### src/rtl/watch_pkg.sv
// Shared definitions for the watch time-setting logic: FSM encoding,
// digit positions, per-position digit limits and BCD bus packing helpers.
package watch_pkg;

  // Sequencer states
  localparam logic [1:0] ST_IDLE  = 2'd0;
  localparam logic [1:0] ST_ARM   = 2'd1;
  localparam logic [1:0] ST_ENTRY = 2'd2;
  localparam logic [1:0] ST_LOAD  = 2'd3;

  // Entry positions, most significant digit first
  localparam logic [2:0] POS_H10 = 3'd0;
  localparam logic [2:0] POS_H1  = 3'd1;
  localparam logic [2:0] POS_M10 = 3'd2;
  localparam logic [2:0] POS_M1  = 3'd3;
  localparam logic [2:0] POS_S10 = 3'd4;
  localparam logic [2:0] POS_S1  = 3'd5;

  // Bit offsets of the hour digits on the 24-bit {h10,h1,m10,m1,s10,s1} bus
  localparam int H10_LSB = 20;
  localparam int H1_LSB  = 16;

  // LSB of the nibble holding the digit at a given entry position
  function automatic logic [4:0] digit_lsb(input logic [2:0] pos);
    case (pos)
      POS_H10: return 5'd20;
      POS_H1:  return 5'd16;
      POS_M10: return 5'd12;
      POS_M1:  return 5'd8;
      POS_S10: return 5'd4;
      default: return 5'd0;
    endcase
  endfunction

  // Largest digit accepted at a position; hour units depend on hour tens
  function automatic logic [3:0] max_digit(input logic [2:0] pos, input logic [3:0] h10);
    case (pos)
      POS_H10:          return 4'd2;
      POS_H1:           return (h10 == 4'd2) ? 4'd3 : 4'd9;
      POS_M10, POS_S10: return 4'd5;
      default:          return 4'd9;
    endcase
  endfunction

  // Replace one digit of a packed BCD time
  function automatic logic [23:0] set_digit(input logic [23:0] t, input logic [2:0] pos,
                                            input logic [3:0] d);
    logic [23:0] r;
    logic [4:0]  lsb;
    r   = t;
    lsb = digit_lsb(pos);
    r[lsb +: 4] = d;
    return r;
  endfunction

endpackage

### src/rtl/key_debounce.sv
// Keypad debouncer: emits one key_valid pulse per press once a single key
// has been held stable long enough; the key must be released before the next.
module key_debounce #(
  parameter int DEBOUNCE = 20
) (
  input  logic       clk,
  input  logic       rst,
  input  logic [9:0] num_input,
  output logic       key_valid,
  output logic [3:0] key_digit
);

  localparam int             CW      = $clog2(DEBOUNCE + 1);
  localparam logic [CW-1:0]  CNT_MAX = CW'(DEBOUNCE);

  logic [9:0]    prev_q;
  logic [CW-1:0] cnt_q, cnt_d;
  logic          lock_q, lock_d;
  logic          valid_q, valid_d;
  logic [3:0]    digit_q, digit_d;
  logic          one_hot;
  logic [3:0]    enc;

  assign one_hot = (num_input != '0) && ((num_input & (num_input - 10'd1)) == '0);

  // One-hot to binary digit encoder
  always_comb begin
    enc = '0;
    for (int k = 0; k < 10; k++) begin
      if (num_input[k]) enc = 4'(k);
    end
  end

  // Stability counting and release lock; the count restarts on any pattern change
  always_comb begin
    cnt_d   = cnt_q;
    lock_d  = lock_q;
    valid_d = 1'b0;
    digit_d = digit_q;
    if (!one_hot)                cnt_d = '0;
    else if (num_input != prev_q) cnt_d = CW'(1);
    else if (cnt_q != CNT_MAX)   cnt_d = cnt_q + 1'b1;
    if (num_input == '0) begin
      lock_d = 1'b0;
    end else if (one_hot && !lock_q && cnt_d == CNT_MAX) begin
      valid_d = 1'b1;
      digit_d = enc;
      lock_d  = 1'b1;
    end
  end

  // State registers with synchronous active-low reset
  always_ff @(posedge clk) begin
    if (!rst) begin
      prev_q  <= '0;
      cnt_q   <= '0;
      lock_q  <= 1'b0;
      valid_q <= 1'b0;
      digit_q <= '0;
    end else begin
      prev_q  <= num_input;
      cnt_q   <= cnt_d;
      lock_q  <= lock_d;
      valid_q <= valid_d;
      digit_q <= digit_d;
    end
  end

  assign key_valid = valid_q;
  assign key_digit = digit_q;

endmodule

### src/rtl/time_set_ctrl.sv
// Keypad time-entry sequencer: captures the running time, lets the user
// overwrite it digit by digit and strobes the result into the watch core.
module time_set_ctrl
  import watch_pkg::*;
#(
  parameter int CLK_HZ     = 1000,
  parameter int DEBOUNCE   = CLK_HZ / 50,
  parameter int TIMEOUT    = CLK_HZ * 10,
  parameter int BLINK_HALF = CLK_HZ / 4
) (
  input  logic        clk,
  input  logic        rst,
  input  logic        set_time,
  input  logic        cancel,
  input  logic [9:0]  num_input,
  input  logic [23:0] cur_time,
  output logic [23:0] time_bcd,
  output logic        load_time,
  output logic        busy,
  output logic [2:0]  digit_pos,
  output logic [5:0]  blink_mask,
  output logic        key_err
);

  localparam int            TW         = $clog2(TIMEOUT + 1);
  localparam int            BW         = $clog2(BLINK_HALF + 1);
  localparam logic [TW-1:0] TMO_LAST   = TW'(TIMEOUT - 1);
  localparam logic [BW-1:0] BLINK_LAST = BW'(BLINK_HALF - 1);

  logic [1:0]    state_q, state_d;
  logic [2:0]    pos_q, pos_d;
  logic [23:0]   shadow_q, shadow_d;
  logic [23:0]   time_bcd_q, time_bcd_d;
  logic [TW-1:0] tmo_q, tmo_d;
  logic [BW-1:0] blink_cnt_q, blink_cnt_d;
  logic          blink_on_q, blink_on_d;
  logic          key_err_q, key_err_d;
  logic          set_prev_q, cancel_prev_q;
  logic          set_edge, cancel_edge;
  logic          key_valid;
  logic [3:0]    key_digit;

  key_debounce #(.DEBOUNCE(DEBOUNCE)) u_key_debounce (
    .clk       (clk),
    .rst       (rst),
    .num_input (num_input),
    .key_valid (key_valid),
    .key_digit (key_digit)
  );

  assign set_edge    = set_time & ~set_prev_q;
  assign cancel_edge = cancel & ~cancel_prev_q;

  // Sequencer next-state: exits from ENTRY are ranked cancel > set > timeout > key
  always_comb begin
    state_d     = state_q;
    pos_d       = pos_q;
    shadow_d    = shadow_q;
    time_bcd_d  = time_bcd_q;
    tmo_d       = tmo_q;
    blink_cnt_d = blink_cnt_q;
    blink_on_d  = blink_on_q;
    key_err_d   = 1'b0;
    case (state_q)
      ST_IDLE: begin
        if (set_edge) state_d = ST_ARM;
      end
      ST_ARM: begin
        shadow_d    = cur_time;
        pos_d       = POS_H10;
        tmo_d       = '0;
        blink_cnt_d = '0;
        blink_on_d  = 1'b1;
        state_d     = ST_ENTRY;
      end
      ST_ENTRY: begin
        if (blink_cnt_q == BLINK_LAST) begin
          blink_cnt_d = '0;
          blink_on_d  = ~blink_on_q;
        end else begin
          blink_cnt_d = blink_cnt_q + 1'b1;
        end
        if (cancel_edge) begin
          state_d = ST_IDLE;
        end else if (set_edge) begin
          state_d    = ST_LOAD;
          time_bcd_d = shadow_q;
        end else if (tmo_q == TMO_LAST) begin
          state_d = ST_IDLE;
        end else if (key_valid) begin
          tmo_d = '0;
          if (key_digit <= max_digit(pos_q, shadow_q[H10_LSB +: 4])) begin
            shadow_d = set_digit(shadow_q, pos_q, key_digit);
            // Entering 2x hours: a captured hour unit above 3 would be illegal
            if (pos_q == POS_H10 && key_digit == 4'd2 && shadow_q[H1_LSB +: 4] > 4'd3)
              shadow_d[H1_LSB +: 4] = 4'd0;
            if (pos_q == POS_S1) begin
              state_d    = ST_LOAD;
              time_bcd_d = shadow_d;
            end else begin
              pos_d       = pos_q + 3'd1;
              blink_cnt_d = '0;
              blink_on_d  = 1'b1;
            end
          end else begin
            key_err_d = 1'b1;
          end
        end else if (tmo_q != TMO_LAST) begin
          tmo_d = tmo_q + 1'b1;
        end
      end
      default: begin
        state_d = ST_IDLE;
      end
    endcase
  end

  // State registers with synchronous active-low reset
  always_ff @(posedge clk) begin
    if (!rst) begin
      state_q       <= ST_IDLE;
      pos_q         <= '0;
      shadow_q      <= '0;
      time_bcd_q    <= '0;
      tmo_q         <= '0;
      blink_cnt_q   <= '0;
      blink_on_q    <= 1'b0;
      key_err_q     <= 1'b0;
      set_prev_q    <= 1'b0;
      cancel_prev_q <= 1'b0;
    end else begin
      state_q       <= state_d;
      pos_q         <= pos_d;
      shadow_q      <= shadow_d;
      time_bcd_q    <= time_bcd_d;
      tmo_q         <= tmo_d;
      blink_cnt_q   <= blink_cnt_d;
      blink_on_q    <= blink_on_d;
      key_err_q     <= key_err_d;
      set_prev_q    <= set_time;
      cancel_prev_q <= cancel;
    end
  end

  assign time_bcd   = time_bcd_q;
  assign load_time  = (state_q == ST_LOAD);
  assign busy       = (state_q != ST_IDLE);
  assign digit_pos  = (state_q == ST_ENTRY) ? pos_q : 3'd0;
  assign blink_mask = (state_q == ST_ENTRY && blink_on_q) ? (6'b100000 >> pos_q) : 6'b000000;
  assign key_err    = key_err_q;

endmodule

### config.mk
export PLATFORM = sky130hd
export DESIGN_NAME = time_set_ctrl
export DESIGN_NICKNAME = d
export VERILOG_FILES = /design/src/rtl/watch_pkg.sv /design/src/rtl/key_debounce.sv /design/src/rtl/time_set_ctrl.sv
export SDC_FILE = /design/constraint.sdc
export NUM_CORES = 1
export LEC_CHECK = 0
export CAP_MARGIN = 20
export CORE_UTILIZATION = 44
export CTS_BUF_LIST = sky130_fd_sc_hd__clkbuf_16
export CTS_CLUSTER_DIAMETER = 80
export DETAILED_ROUTE_END_ITERATION = 8
export PLACE_DENSITY = 0.69
export SLEW_MARGIN = 15
export SYNTH_ARGS = -nofsm -noshare
export SYNTH_HDL_FRONTEND = slang
export SYNTH_SLANG_ARGS = --single-unit
### constraint.sdc
create_clock -name clk -period 3.8 [get_ports clk]
set_clock_uncertainty 0.1 [all_clocks]
set_input_delay 0.76 -clock clk [delete_from_list [all_inputs] [get_ports clk]]
set_output_delay 0.76 -clock clk [all_outputs]
set_load 0.005 [all_outputs]
==> qor.log, run 1 <==
qor: min_path.hold_start shadow_q[9]$_SDFFE_PN0P_
qor: sta.setup_tns 0 ns
qor: cts.clock_sinks 100
qor: floorplanning.floorplan.initialDensity 45.9%
qor: sta.maximum_operating_frequency 279 MHz
qor: global_route.via_count_of_the_first_global_routing_pass 4,970
qor: final_layout.layout.nets 804
qor: worst_setup_path.setup.worst_path.class flop to flop
qor: synthesis.number_of_warnings_issued_by_yosys 0
qor: cts.tritoncts built
qor: synthesis.netlist-cell-type-count 66
qor: final_layout.regArea 0.00200 mm^2
qor: detailed_routing.drt-total-wl 14,400 um
qor: synthesis.synth_async_sr_flop_share 0%
qor: cts.ctsRootBufferMaster clkbuf_16
qor: global_route.grt_usage 23.0%
qor: worst_setup_path.rr_worst_depth 11
qor: cts.insertion_delay 0.36 ns
qor: final_layout.most-common-layout-cells dfxtp_1 (100), nor2_1 (82), clkdlybuf4s50_1 (73)
qor: floorplanning.fp.coreArea 0.0122 mm^2
qor: floorplanning.fp-row-count 40
qor: detailed_routing.wl_per_cell 15.7 um
qor: worst_setup_path.cp_data_required_time 3.96 ns
qor: sta.finalSetupViolCount 0
qor: final_layout.multi_input_comb_area 0.00336 mm^2
qor: power_and_ir_drop.leakage_power_figure 2.46 nW
qor: power_and_ir_drop.internal_power 0.00204 W
qor: cts.ctsHtreeMaxLevel 3
qor: min_path.hold-path-endpoint shadow_q[9]$_SDFFE_PN0P_
qor: global_route.grt_util_met3 5.54%
qor: global_route.initial_antenna_violation_count 0
qor: cts.cts.repair_timing.setup_buffer_count 0
qor: worst_setup_path.critical_path.top_delay_family simple AND/OR/NAND/NOR gates
qor: synthesis.syn-num-nets 742
qor: worst_setup_path.depth_of_the_critical_timing_path_with_buffers_and_inverters_included 11
qor: sta.fin_crit_sh 94.3%
qor: power_and_ir_drop.combinationalPowerShare 28.2%
qor: placement.placement.io_buffers 73
qor: synthesis.sequential_cell_area_fraction_in_the_yosys_report 35.7%
qor: power_and_ir_drop.ir_drop 0.351 mV
qor: placement.placed_cell_area 0.00656 mm^2
qor: worst_setup_path.worst_path_largest_cell_delay 0.49 ns
qor: worst_setup_path.timing.critical_path.fanout_max 8
qor: sta.final_max_slew_viol_count 0
qor: min_path.min-delay-path-class flop to flop
qor: sta.fin_ws 0.215 ns
qor: cts.numCtsBuffers 9
qor: synthesis.most_used_dff_post_synth dfxtp_1
qor: power_and_ir_drop.sequential_group_share_of_total_power 41.7%
qor: sta.tightestPinTransition 0.938 ns
qor: detailed_routing.detailedRoute.firstPassIterationCount 5
qor: power_and_ir_drop.netSwitchingPower 0.000998 W
qor: sta.min_period 3.58 ns
qor: global_route.gr-total-overflow 0
qor: synthesis.post_synth.cell_area_avg 8.20 um^2
qor: worst_setup_path.setup.reg_to_reg.worst_slack 0.22 ns
qor: sta.unrepaired_setup_endpoints_after_global_routing no
qor: global_route.groute.layer.met2.usage 38.5%
qor: worst_setup_path.element_type_at_the_critical_path_end flop
qor: worst_setup_path.worstPathCellList inv_1 > ha_1 > or3b_2 > or2_2 > ha_1 > and4_1 > and2_1 > a31o_2 > a311oi_4 > nand3_1 > o31ai_1
qor: global_route.grt_pass1_wl 24,000 um
qor: placement.placed_cells_incl_taps 902
qor: global_route.grt.busiest_layer met2
qor: detailed_routing.drtIter0Drc 410
qor: synthesis.synthesized_area 0.00560 mm^2
qor: final_layout.num_antenna_cells 0
qor: placement.post-dp-hpwl 10,100 um
qor: placement.detailedPlace.worstSlack 0.222 ns
qor: global_route.grt_use_met1 29.0%
qor: final_layout.instances_no_fill 917
qor: worst_setup_path.reg2reg_to blink_cnt_q[5]$_SDFFE_PN0N_
qor: detailed_routing.vias_per_cell 5.68
qor: run.max-cap-violations 0
qor: final_layout.areaGrowthSynthToFinish 22.3%
qor: final_layout.fillCellCount 1,148
qor: worst_setup_path.cpMostUsedCell ha_1
qor: worst_setup_path.critical-path-slowest-cell or3b_2
qor: detailed_routing.postRouteAntennaNets 0
qor: final_layout.drive_gt1_share 7.74%
qor: global_route.grt_max_degree 45
qor: synthesis.number_of_synthesized_flops_with_an_enable_pin 0
qor: worst_setup_path.cp_bufs_invs 1
qor: final_layout.final_cell_area 0.00685 mm^2
qor: power_and_ir_drop.clockPowerShare 30.1%
qor: min_path.min_path_cells 2
qor: worst_setup_path.crit-reg2reg-launch pos_q[0]$_SDFFE_PN0P_
qor: status.run_status finished clean
qor: synthesis.ys_seq_elements 100
qor: detailed_routing.drc 0
qor: detailed_routing.vias_post_dr 5,205
qor: final_layout.final_common_cell dfxtp_1
qor: power_and_ir_drop.power.switching_fraction 32.9%
qor: floorplanning.die_area 0.0132 mm^2
qor: power_and_ir_drop.power_per_cell_area 444 mW/mm^2
qor: cts.clk_pin_slew 0.07 ns
qor: worst_setup_path.critical_path.startpoint_type flop
qor: cts.clk_path_buf_depth 2
qor: sta.report.final.hold_viol_count 0
qor: floorplanning.dieHeight 115 um
qor: synthesis.netlist_instances 683
qor: placement.place.gp.congestion 0.907
qor: floorplanning.die_w 115 um
qor: worst_setup_path.worstPathArrival 3.75 ns
qor: sta.max_slew_margin 36.9%
qor: floorplanning.floorplan.io_pins 74
per-stage QoR:
stage               power (W)  hold WS, ns  util, %
global route          0.00321        0.394     56.1
global placement      0.00210        0.352     53.7
detailed placement    0.00213        0.361     53.7
CTS                   0.00305        0.372     56.1
floorplan             0.00184        0.344        -
finish                0.00304        0.373     56.1
timing repair:
item                                    in CTS  in global routing
endpoints found under the hold margin        0                  0
resized for setup                            0                  1
hold buffers                                 0                  0
endpoints found under the setup margin       0                  1
per-layer routing:
layer / vias up / wire [um]
met4: 0 / 229
met1: 2472 / 6620
met3: 19 / 726
li1: 2571 / -
met5: - / 0
met2: 143 / 6810
flip-flops by register name (all words and copies together) (netlist names):
name                      cells
blink_on_q                    1
u_key_debounce.cnt_q          5
u_key_debounce.key_valid      1
set_prev_q                    1
shadow_q                     24
key_err                       1
state_q                       2
u_key_debounce.prev_q        10
cancel_prev_q                 1
pos_q                         3
blink_cnt_q                   8
time_bcd                     24
u_key_debounce.key_digit      4
tmo_q                        14
u_key_debounce.lock_q         1
kinds of logic after synthesis:
| logic type | count (synthesis) | share of synthesized area, % |
|---|---|---|
| and+or+nand+nor | 277 | 24.7 |
| muxes | 37 | 6.64 |
| buffers and inverters | 64 | 4.45 |
| adders and majority gates | 22 | 4.87 |
| AOI/OAI and AO/OA | 157 | 19.5 |
| DFF | 100 | 35.7 |
| xor gates and xnor gates | 26 | 4.07 |
worst reg2reg max path, cell delays in order (launching register included):
cell,delay [ns]
dfxtp_1,0.44
inv_1,0.15
ha_1,0.32
or3b_2,0.49
or2_2,0.29
ha_1,0.27
and4_1,0.16
and2_1,0.17
a31o_2,0.30
a311oi_4,0.29
nand3_1,0.21
o31ai_1,0.31
worst max path at each step:
stage,start,to,slack [ns]
final,pos_q[0]$_SDFFE_PN0P_,blink_cnt_q[5]$_SDFFE_PN0N_,0.22
after global routing,pos_q[0]$_SDFFE_PN0P_,blink_cnt_q[5]$_SDFFE_PN0N_,0.04
after CTS,pos_q[0]$_SDFFE_PN0P_,shadow_q[14]$_SDFFE_PN0P_,0.21
after detailed placement,num_input[3],u_key_debounce.key_digit[2]$_SDFFE_PN0P_,0.22
after global placement,num_input[3],u_key_debounce.key_digit[1]$_SDFFE_PN0P_,0.26
after floorplan,pos_q[0]$_SDFFE_PN0P_,shadow_q[1]$_SDFFE_PN0P_,0.12
synth_stat cells (5+ instances only):
cell / count / area [um^2]
a22oi_1: 10 / 75.1
nand4_1: 8 / 50.1
nor4_1: 9 / 56.3
clkbuf_1: 37 / 139
a211o_1: 5 / 43.8
nor3_1: 16 / 80.1
nor2_1: 82 / 308
mux2i_1: 36 / 360
and2_1: 18 / 113
xor2_1: 19 / 166
o211ai_1: 6 / 45.0
and3_1: 12 / 75.1
o22ai_1: 6 / 37.5
a21oi_1: 44 / 220
o31ai_1: 5 / 37.5
nor3b_1: 5 / 37.5
o21ai_0: 19 / 95.1
nand2_1: 63 / 236
ha_1: 21 / 263
a221oi_1: 5 / 43.8
nand2b_1: 8 / 50.1
inv_1: 22 / 82.6
dfxtp_1: 100 / 2000
nand3_1: 22 / 110
xnor2_1: 7 / 61.3
or2_2: 6 / 37.5
a211oi_1: 21 / 158
or3_1: 8 / 50.1
power groups by stage:
stage          clock network [W]  registers (W)  logic [W]
3_5_place_dp                   0        0.00129   0.000846
6_report                0.000915        0.00127   0.000857
5_1_grt                 0.000978        0.00128   0.000947
4_1_cts                 0.000937        0.00126   0.000852
3_3_place_gp                   0        0.00128   0.000824
2_1_floorplan                  0        0.00126   0.000579
area by class of cell:
| class | count | area share, % |
|---|---|---|
| clock inverters | 6 | 0.968 |
| multi-input cells | 519 | 49.0 |
| repair buffers | 93 | 13.2 |
| flip-flops and latches | 100 | 29.2 |
| clock buffers | 9 | 3.29 |
| well taps | 168 | 3.07 |
| inverters | 22 | 1.21 |
No activity file was read; power rests on OpenSTA's default activity.
==> inputs of run 2 (changes only) <==
CORE_UTILIZATION = 50   (was 44)
CTS_CLUSTER_DIAMETER = 60   (was 80)
PLACE_DENSITY = 0.76   (was 0.69)
==> qor.log, run 2 (synthesis results as in run 1) <==
qor: cts.insertion_delay 0.36 ns [about the same]
qor: floorplanning.floorplan.initialDensity 51.4% [+5.6 points]
qor: global_route.via_count_of_the_first_global_routing_pass 4,852 [-2.4%]
qor: power_and_ir_drop.leakage_power_figure 2.45 nW [-0.42%]
qor: detailed_routing.drtIter0Drc 308 [-25%]
qor: final_layout.instances_no_fill 886 [-3.4%]
qor: worst_setup_path.worst_path_largest_cell_delay 0.49 ns [about the same]
qor: placement.post-dp-hpwl 9740 um [-3.7%]
qor: final_layout.most-common-layout-cells dfxtp_1 (100), nor2_1 (82), clkdlybuf4s50_1 (73)
qor: final_layout.regArea 0.00200 mm^2 [unchanged]
qor: sta.fin_crit_sh 93.0% [-1.3 points]
qor: final_layout.final_cell_area 0.00678 mm^2 [-1.0%]
qor: worst_setup_path.critical-path-slowest-cell or3b_2
qor: detailed_routing.detailedRoute.firstPassIterationCount 5 [unchanged]
qor: final_layout.areaGrowthSynthToFinish 21.0%
qor: worst_setup_path.setup.worst_path.class flop to flop
qor: min_path.min-delay-path-class flop to flop
qor: final_layout.utilization 62.3% [+6.2 points]
qor: cts.tritoncts built
qor: cts.ctsRootBufferMaster clkbuf_16
qor: detailed_routing.drc 0 [unchanged]
qor: cts.post_cts_resized 0 [unchanged]
qor: worst_setup_path.reg2reg_to blink_cnt_q[5]$_SDFFE_PN0N_
qor: sta.tightestPinTransition 1.05 ns [+0.108 ns]
qor: final_layout.fillCellCount 921 [-20%]
qor: floorplanning.dieHeight 108 um [-6.1%]
qor: sta.max_slew_margin 29.6% [-7.2 points]
qor: sta.setup_tns 0 ns [unchanged]
qor: worst_setup_path.cpMostUsedCell ha_1
qor: sta.maximum_operating_frequency 283 MHz [+1.4%]
qor: placement.place.gp.congestion 0.891 [-1.7%]
qor: global_route.gr-total-overflow 0 [unchanged]
qor: min_path.min_path_cells 2 [unchanged]
qor: cts.clk_pin_slew 0.08 ns [about the same]
qor: floorplanning.floorplan.io_pins 74 [unchanged]
qor: worst_setup_path.cp_bufs_invs 1 [unchanged]
qor: detailed_routing.postRouteAntennaNets 0 [unchanged]
qor: worst_setup_path.critical_path.startpoint_type flop
qor: final_layout.final_common_cell dfxtp_1
qor: worst_setup_path.critical_path.top_delay_family simple AND/OR/NAND/NOR gates
qor: placement.placed_cells_incl_taps 870 [-3.5%]
qor: worst_setup_path.timing.critical_path.from pos_q[0]$_SDFFE_PN0P_
qor: final_layout.num_antenna_cells 0 [unchanged]
qor: global_route.grt_usage 25.2% [+2.2 points]
qor: power_and_ir_drop.power_per_cell_area 446 mW/mm^2 [+0.47%]
qor: run.max-cap-violations 0 [unchanged]
qor: worst_setup_path.worst_setup_path_endpoint blink_cnt_q[5]$_SDFFE_PN0N_
qor: worst_setup_path.setup.reg_to_reg.worst_slack 0.27 ns [+0.05 ns]
qor: sta.final_max_slew_viol_count 0 [unchanged]
qor: floorplanning.die_area 0.0116 mm^2 [-12%]
qor: worst_setup_path.cp_data_required_time 3.97 ns [about the same]
qor: cts.clock_sinks 100 [unchanged]
qor: cts.clk_path_buf_depth 2 [unchanged]
qor: floorplanning.fp.coreArea 0.0109 mm^2 [-11%]
qor: worst_setup_path.rr_worst_depth 11 [unchanged]
qor: final_layout.multi_input_comb_area 0.00336 mm^2 [about the same]
qor: floorplanning.die_w 108 um [-6.1%]
qor: global_route.grt_max_degree 45 [unchanged]
qor: sta.report.final.hold_viol_count 0 [unchanged]
qor: worst_setup_path.depth_of_the_critical_timing_path_with_buffers_and_inverters_included 11 [unchanged]
qor: placement.placement.io_buffers 73 [unchanged]
qor: cts.cts.repair_timing.setup_buffer_count 0 [unchanged]
qor: detailed_routing.drt-total-wl 14,000 um [-2.7%]
qor: global_route.initial_antenna_violation_count 0 [unchanged]
qor: power_and_ir_drop.ir_drop 0.351 mV [about the same]
qor: worst_setup_path.worstPathArrival 3.70 ns [-0.05 ns]
qor: sta.unrepaired_setup_endpoints_after_global_routing no
qor: status.run_status finished clean
qor: worst_setup_path.element_type_at_the_critical_path_end flop
qor: floorplanning.fp-row-count 38 [-5.0%]
qor: worst_setup_path.crit-reg2reg-launch pos_q[0]$_SDFFE_PN0P_
qor: power_and_ir_drop.finalPower 0.00302 W [-0.56%]
qor: sta.finalSetupViolCount 0 [unchanged]
qor: detailed_routing.wl_per_cell 15.8 um [+0.75%]
qor: detailed_routing.vias_per_cell 5.82 [+2.6%]
qor: worst_setup_path.worstPathCellList inv_1 > ha_1 > or3b_2 > or2_2 > ha_1 > and4_1 > and2_1 > a31o_2 > a311oi_4 > nand3_1 > o31ai_1
qor: cts.numCtsBuffers 9 [unchanged]
qor: cts.holdBufCountCts 0 [unchanged]
qor: placement.placed_cell_area 0.00649 mm^2 [-0.99%]
qor: final_layout.drive_gt1_share 7.24% [-0.51 points]
qor: global_route.grt_pass1_wl 23,000 um [-3.9%]
qor: cts.ctsHtreeMaxLevel 3 [unchanged]
qor: sta.min_period 3.53 ns [-0.0499 ns]
qor: worst_setup_path.timing.critical_path.fanout_max 8 [unchanged]
qor: detailed_routing.vias_post_dr 5,158 [-0.90%]
qor: final_layout.layout.nets 800 [-0.50%]
-- run 2: power by group --
group,total [W],leakage [nW],internal (W),switching [W]
Combinational,0.000848,1.49,0.000361,0.000487
Sequential,0.00127,0.812,0.00117,0.000103
Clock,0.000904,0.145,0.000461,0.000444
-- run 2: routing by layer --
layer | vias up | routed length, um | global-route usage, %
met3 | 23 | 592 | 5.87
met5 | - | 0 | 0
met1 | 2438 | 6320 | 31.6
met4 | 0 | 288 | 7.93
met2 | 127 | 6800 | 42.5
li1 | 2570 | - | -
-- run 2: worst reg2reg max path, stage by stage (launching register included) --
cell and delay, ns:
dfxtp_1 0.42, inv_1 0.14, ha_1 0.32, or3b_2 0.49
or2_2 0.29, ha_1 0.26, and4_1 0.17, and2_1 0.17
a31o_2 0.28, a311oi_4 0.28, nand3_1 0.22, o31ai_1 0.30
-- run 2: through the flow --
stage | hold slack (ns) | setup slack, ns
floorplan | 0.344 | 0.122
global placement | 0.350 | 0.216
detailed placement | 0.364 | 0.148
CTS | 0.373 | 0.263
global route | 0.404 | 0.0225
finish | 0.374 | 0.265
-- run 2: layout make-up --
class	instances	share of cell area (%)
inverter	22	1.22
clock buffer	9	3.32
timing repair buffer	89	12.9
clock inverter	7	0.923
tap	140	2.58
multi-input combinational	519	49.5
sequential	100	29.5
-- run 2: worst min path at each step --
stage	end	from
after floorplan	shadow_q[0]$_SDFFE_PN0P_	shadow_q[0]$_SDFFE_PN0P_
after global placement	shadow_q[11]$_SDFFE_PN0P_	shadow_q[11]$_SDFFE_PN0P_
after detailed placement	shadow_q[4]$_SDFFE_PN0P_	shadow_q[4]$_SDFFE_PN0P_
after CTS	shadow_q[4]$_SDFFE_PN0P_	shadow_q[4]$_SDFFE_PN0P_
after global routing	time_bcd[15]$_SDFFE_PN0P_	time_bcd[15]$_SDFFE_PN0P_
final	shadow_q[10]$_SDFFE_PN0P_	shadow_q[10]$_SDFFE_PN0P_
==> inputs of run 3 (changes only) <==
CORE_UTILIZATION = 55   (was 50)
DONT_BUFFER_PORTS = 1   (was unset)
PLACE_DENSITY = 0.73   (was 0.76)
SKIP_LAST_GASP = 1   (was unset)
clock period = 3.1 ns   (was 3.8 ns; I/O delays follow)
==> qor.log, run 3 (synthesis results as in run 1) <==
qor: cts.tritoncts built
qor: sta.report.final.hold_viol_count 0 [unchanged]
qor: min_path.min-delay-path-class input port to flop
qor: floorplanning.dieHeight 103 um [-4.6%]
qor: worst_setup_path.element_type_at_the_critical_path_end flop
qor: cts.holdBufCountCts 0 [unchanged]
qor: power_and_ir_drop.ir_drop 0.409 mV [+16%]
qor: worst_setup_path.worstPathArrival 3.13 ns [-0.57 ns]
qor: floorplanning.die_w 103 um [-4.6%]
qor: cts.ctsHtreeMaxLevel 3 [unchanged]
qor: cts.numCtsBuffers 9 [unchanged]
qor: final_layout.areaGrowthSynthToFinish 12.4%
qor: cts.insertion_delay 0.36 ns [about the same]
qor: worst_setup_path.critical_path.startpoint_type flop
qor: worst_setup_path.setup.worst_path.class flop to flop
qor: run.max-cap-violations 0 [unchanged]
qor: final_layout.drive_gt1_share 11.9% [+4.6 points]
qor: placement.placement.io_buffers 0 [-100%]
qor: floorplanning.floorplan.initialDensity 57.0% [+5.6 points]
qor: final_layout.most-common-layout-cells dfxtp_1 (98), nor2_1 (82), nand2_1 (63)
qor: detailed_routing.vias_post_dr 4,971 [-3.6%]
qor: cts.clk_path_buf_depth 2 [unchanged]
qor: power_and_ir_drop.power_per_cell_area 590 mW/mm^2 [+33%]
qor: detailed_routing.detailedRoute.firstPassIterationCount 5 [unchanged]
qor: sta.tightestPinTransition 0.864 ns [-0.182 ns]
qor: final_layout.layout.nets 745 [-6.9%]
qor: sta.final_max_slew_viol_count 0 [unchanged]
qor: worst_setup_path.crit-reg2reg-launch pos_q[0]$_SDFFE_PN0P_
qor: final_layout.fillCellCount 883 [-4.1%]
qor: detailed_routing.drtIter0Drc 289 [-6.2%]
qor: worst_setup_path.timing.critical_path.from pos_q[0]$_SDFFE_PN0P_
qor: status.run_status finished clean
qor: global_route.grt_usage 26.6% [+1.4 points]
qor: power_and_ir_drop.leakage_power_figure 2.31 nW [-5.6%]
qor: global_route.groute.layer.met2.usage 42.9% [+0.38 points]
qor: floorplanning.floorplan.io_pins 74 [unchanged]
qor: sta.fin_crit_sh 95.9% [+2.9 points]
qor: detailed_routing.drc 0 [unchanged]
qor: global_route.gr-total-overflow 0 [unchanged]
qor: global_route.grt_pass1_wl 21,600 um [-6.2%]
qor: floorplanning.die_area 0.0106 mm^2 [-8.9%]
qor: detailed_routing.drt-total-wl 13,700 um [-2.4%]
qor: sta.fin_hold_ws 0.280 ns [-0.0939 ns]
qor: final_layout.num_antenna_cells 0 [unchanged]
qor: global_route.via_count_of_the_first_global_routing_pass 4,459 [-8.1%]
qor: sta.unrepaired_setup_endpoints_after_global_routing no
qor: final_layout.multi_input_comb_area 0.00342 mm^2 [+2.0%]
qor: sta.max_slew_margin 42.0% [+12 points]
qor: final_layout.final_common_cell dfxtp_1
qor: min_path.hold_start num_input[9]
qor: floorplanning.fp.coreArea 0.00982 mm^2 [-9.8%]
qor: global_route.initial_antenna_violation_count 0 [unchanged]
qor: global_route.grt_util_met3 6.98% [+1.1 points]
qor: cts.ctsRootBufferMaster clkbuf_16
qor: placement.post-dp-hpwl 9430 um [-3.2%]
qor: sta.min_period 2.97 ns [-0.560 ns]
qor: placement.place.gp.congestion 0.944 [+5.9%]
qor: cts.clock_sinks 100 [unchanged]
qor: cts.clk_pin_slew 0.07 ns [about the same]
qor: sta.finalSetupViolCount 0 [unchanged]
qor: power_and_ir_drop.finalPower 0.00372 W [+23%]
qor: global_route.grt.busiest_layer met2
qor: final_layout.regArea 0.00201 mm^2 [+0.25%]
qor: sta.maximum_operating_frequency 336 MHz [+19%]
qor: detailed_routing.postRouteAntennaNets 0 [unchanged]
qor: floorplanning.fp-row-count 36 [-5.3%]
qor: detailed_routing.vias_per_cell 6.03 [+3.6%]
qor: worst_setup_path.timing.critical_path.fanout_max 9 [+1]
qor: worst_setup_path.cp_data_required_time 3.25 ns [-0.72 ns]
qor: detailed_routing.wl_per_cell 16.6 um [+4.9%]
qor: global_route.grt_max_degree 46 [+2.2%]
qor: global_route.grt_use_met1 34.0% [+2.5 points]
## run 3: area by class of cell
cell class              count  share of cell area (%)
clock inverters             7                    1.07
multi-input cells         519                    54.4
clock buffers               9                    3.58
repair buffers             34                    5.01
flip-flops and latches    100                    31.9
well taps                 133                    2.64
inverters                  22                    1.39
## run 3: final timing paths
path | slack (ns) | depth (start not counted) | to
worst max-delay path | 0.13 | 12 | shadow_q[2]$_SDFFE_PN0P_
worst min-delay path | 0.28 | 1 | u_key_debounce.prev_q[9]$_SDFF_PN0_
worst max register to register | 0.13 | 12 | shadow_q[2]$_SDFFE_PN0P_
worst min register to register | 0.37 | 2 | shadow_q[9]$_SDFFE_PN0P_
## run 3: power by group
group          total (W)  internal (W)  switching, W
logic            0.00104      0.000449      0.000590
clock network    0.00112      0.000623      0.000499
registers        0.00155       0.00143      0.000126
total            0.00372       0.00250       0.00121
## run 3: metrics by stage
step / utilization [%] / instances / instance area, um^2 / setup TNS, ns / worst slack (ns)
final: 64.1 / 824 / 6290 / 0 / 0.126
after global routing: 64.1 / 824 / 6290 / 0 / 0.00368
after CTS: 63.0 / 819 / 6190 / 0 / 0.0725
after detailed placement: 60.0 / 802 / 5890 / -0.0308 / -0.0308
after global placement: 60.0 / 802 / 5890 / 0 / 0.150
after floorplan: - / 683 / 5670 / -0.188 / -0.0365
## run 3: worst max-delay path, cell delays in order (launching register included)
cell and delay (ns):
dfxtp_2 0.34, buf_4 0.15, ha_1 0.26, o21bai_1 0.25
a21oi_1 0.10, ha_1 0.32, and4_1 0.20, and2_4 0.14
a31o_4 0.24, a21boi_4 0.28, clkbuf_16 0.22, a211oi_1 0.05
a31o_2 0.23
## run 3: per-layer routing
layer	routed length, um	vias up
met3	817	22
met1	6000	2373
met4	290	0
met5	0	-
li1	-	2449
met2	6550	127
## run 3: what timing repair did
action                     CTS  global route
setup buffers                1             3
gates resized for setup      0             7
pin swaps                    1             1
setup endpoints to repair    3            27
cloned                       0             2
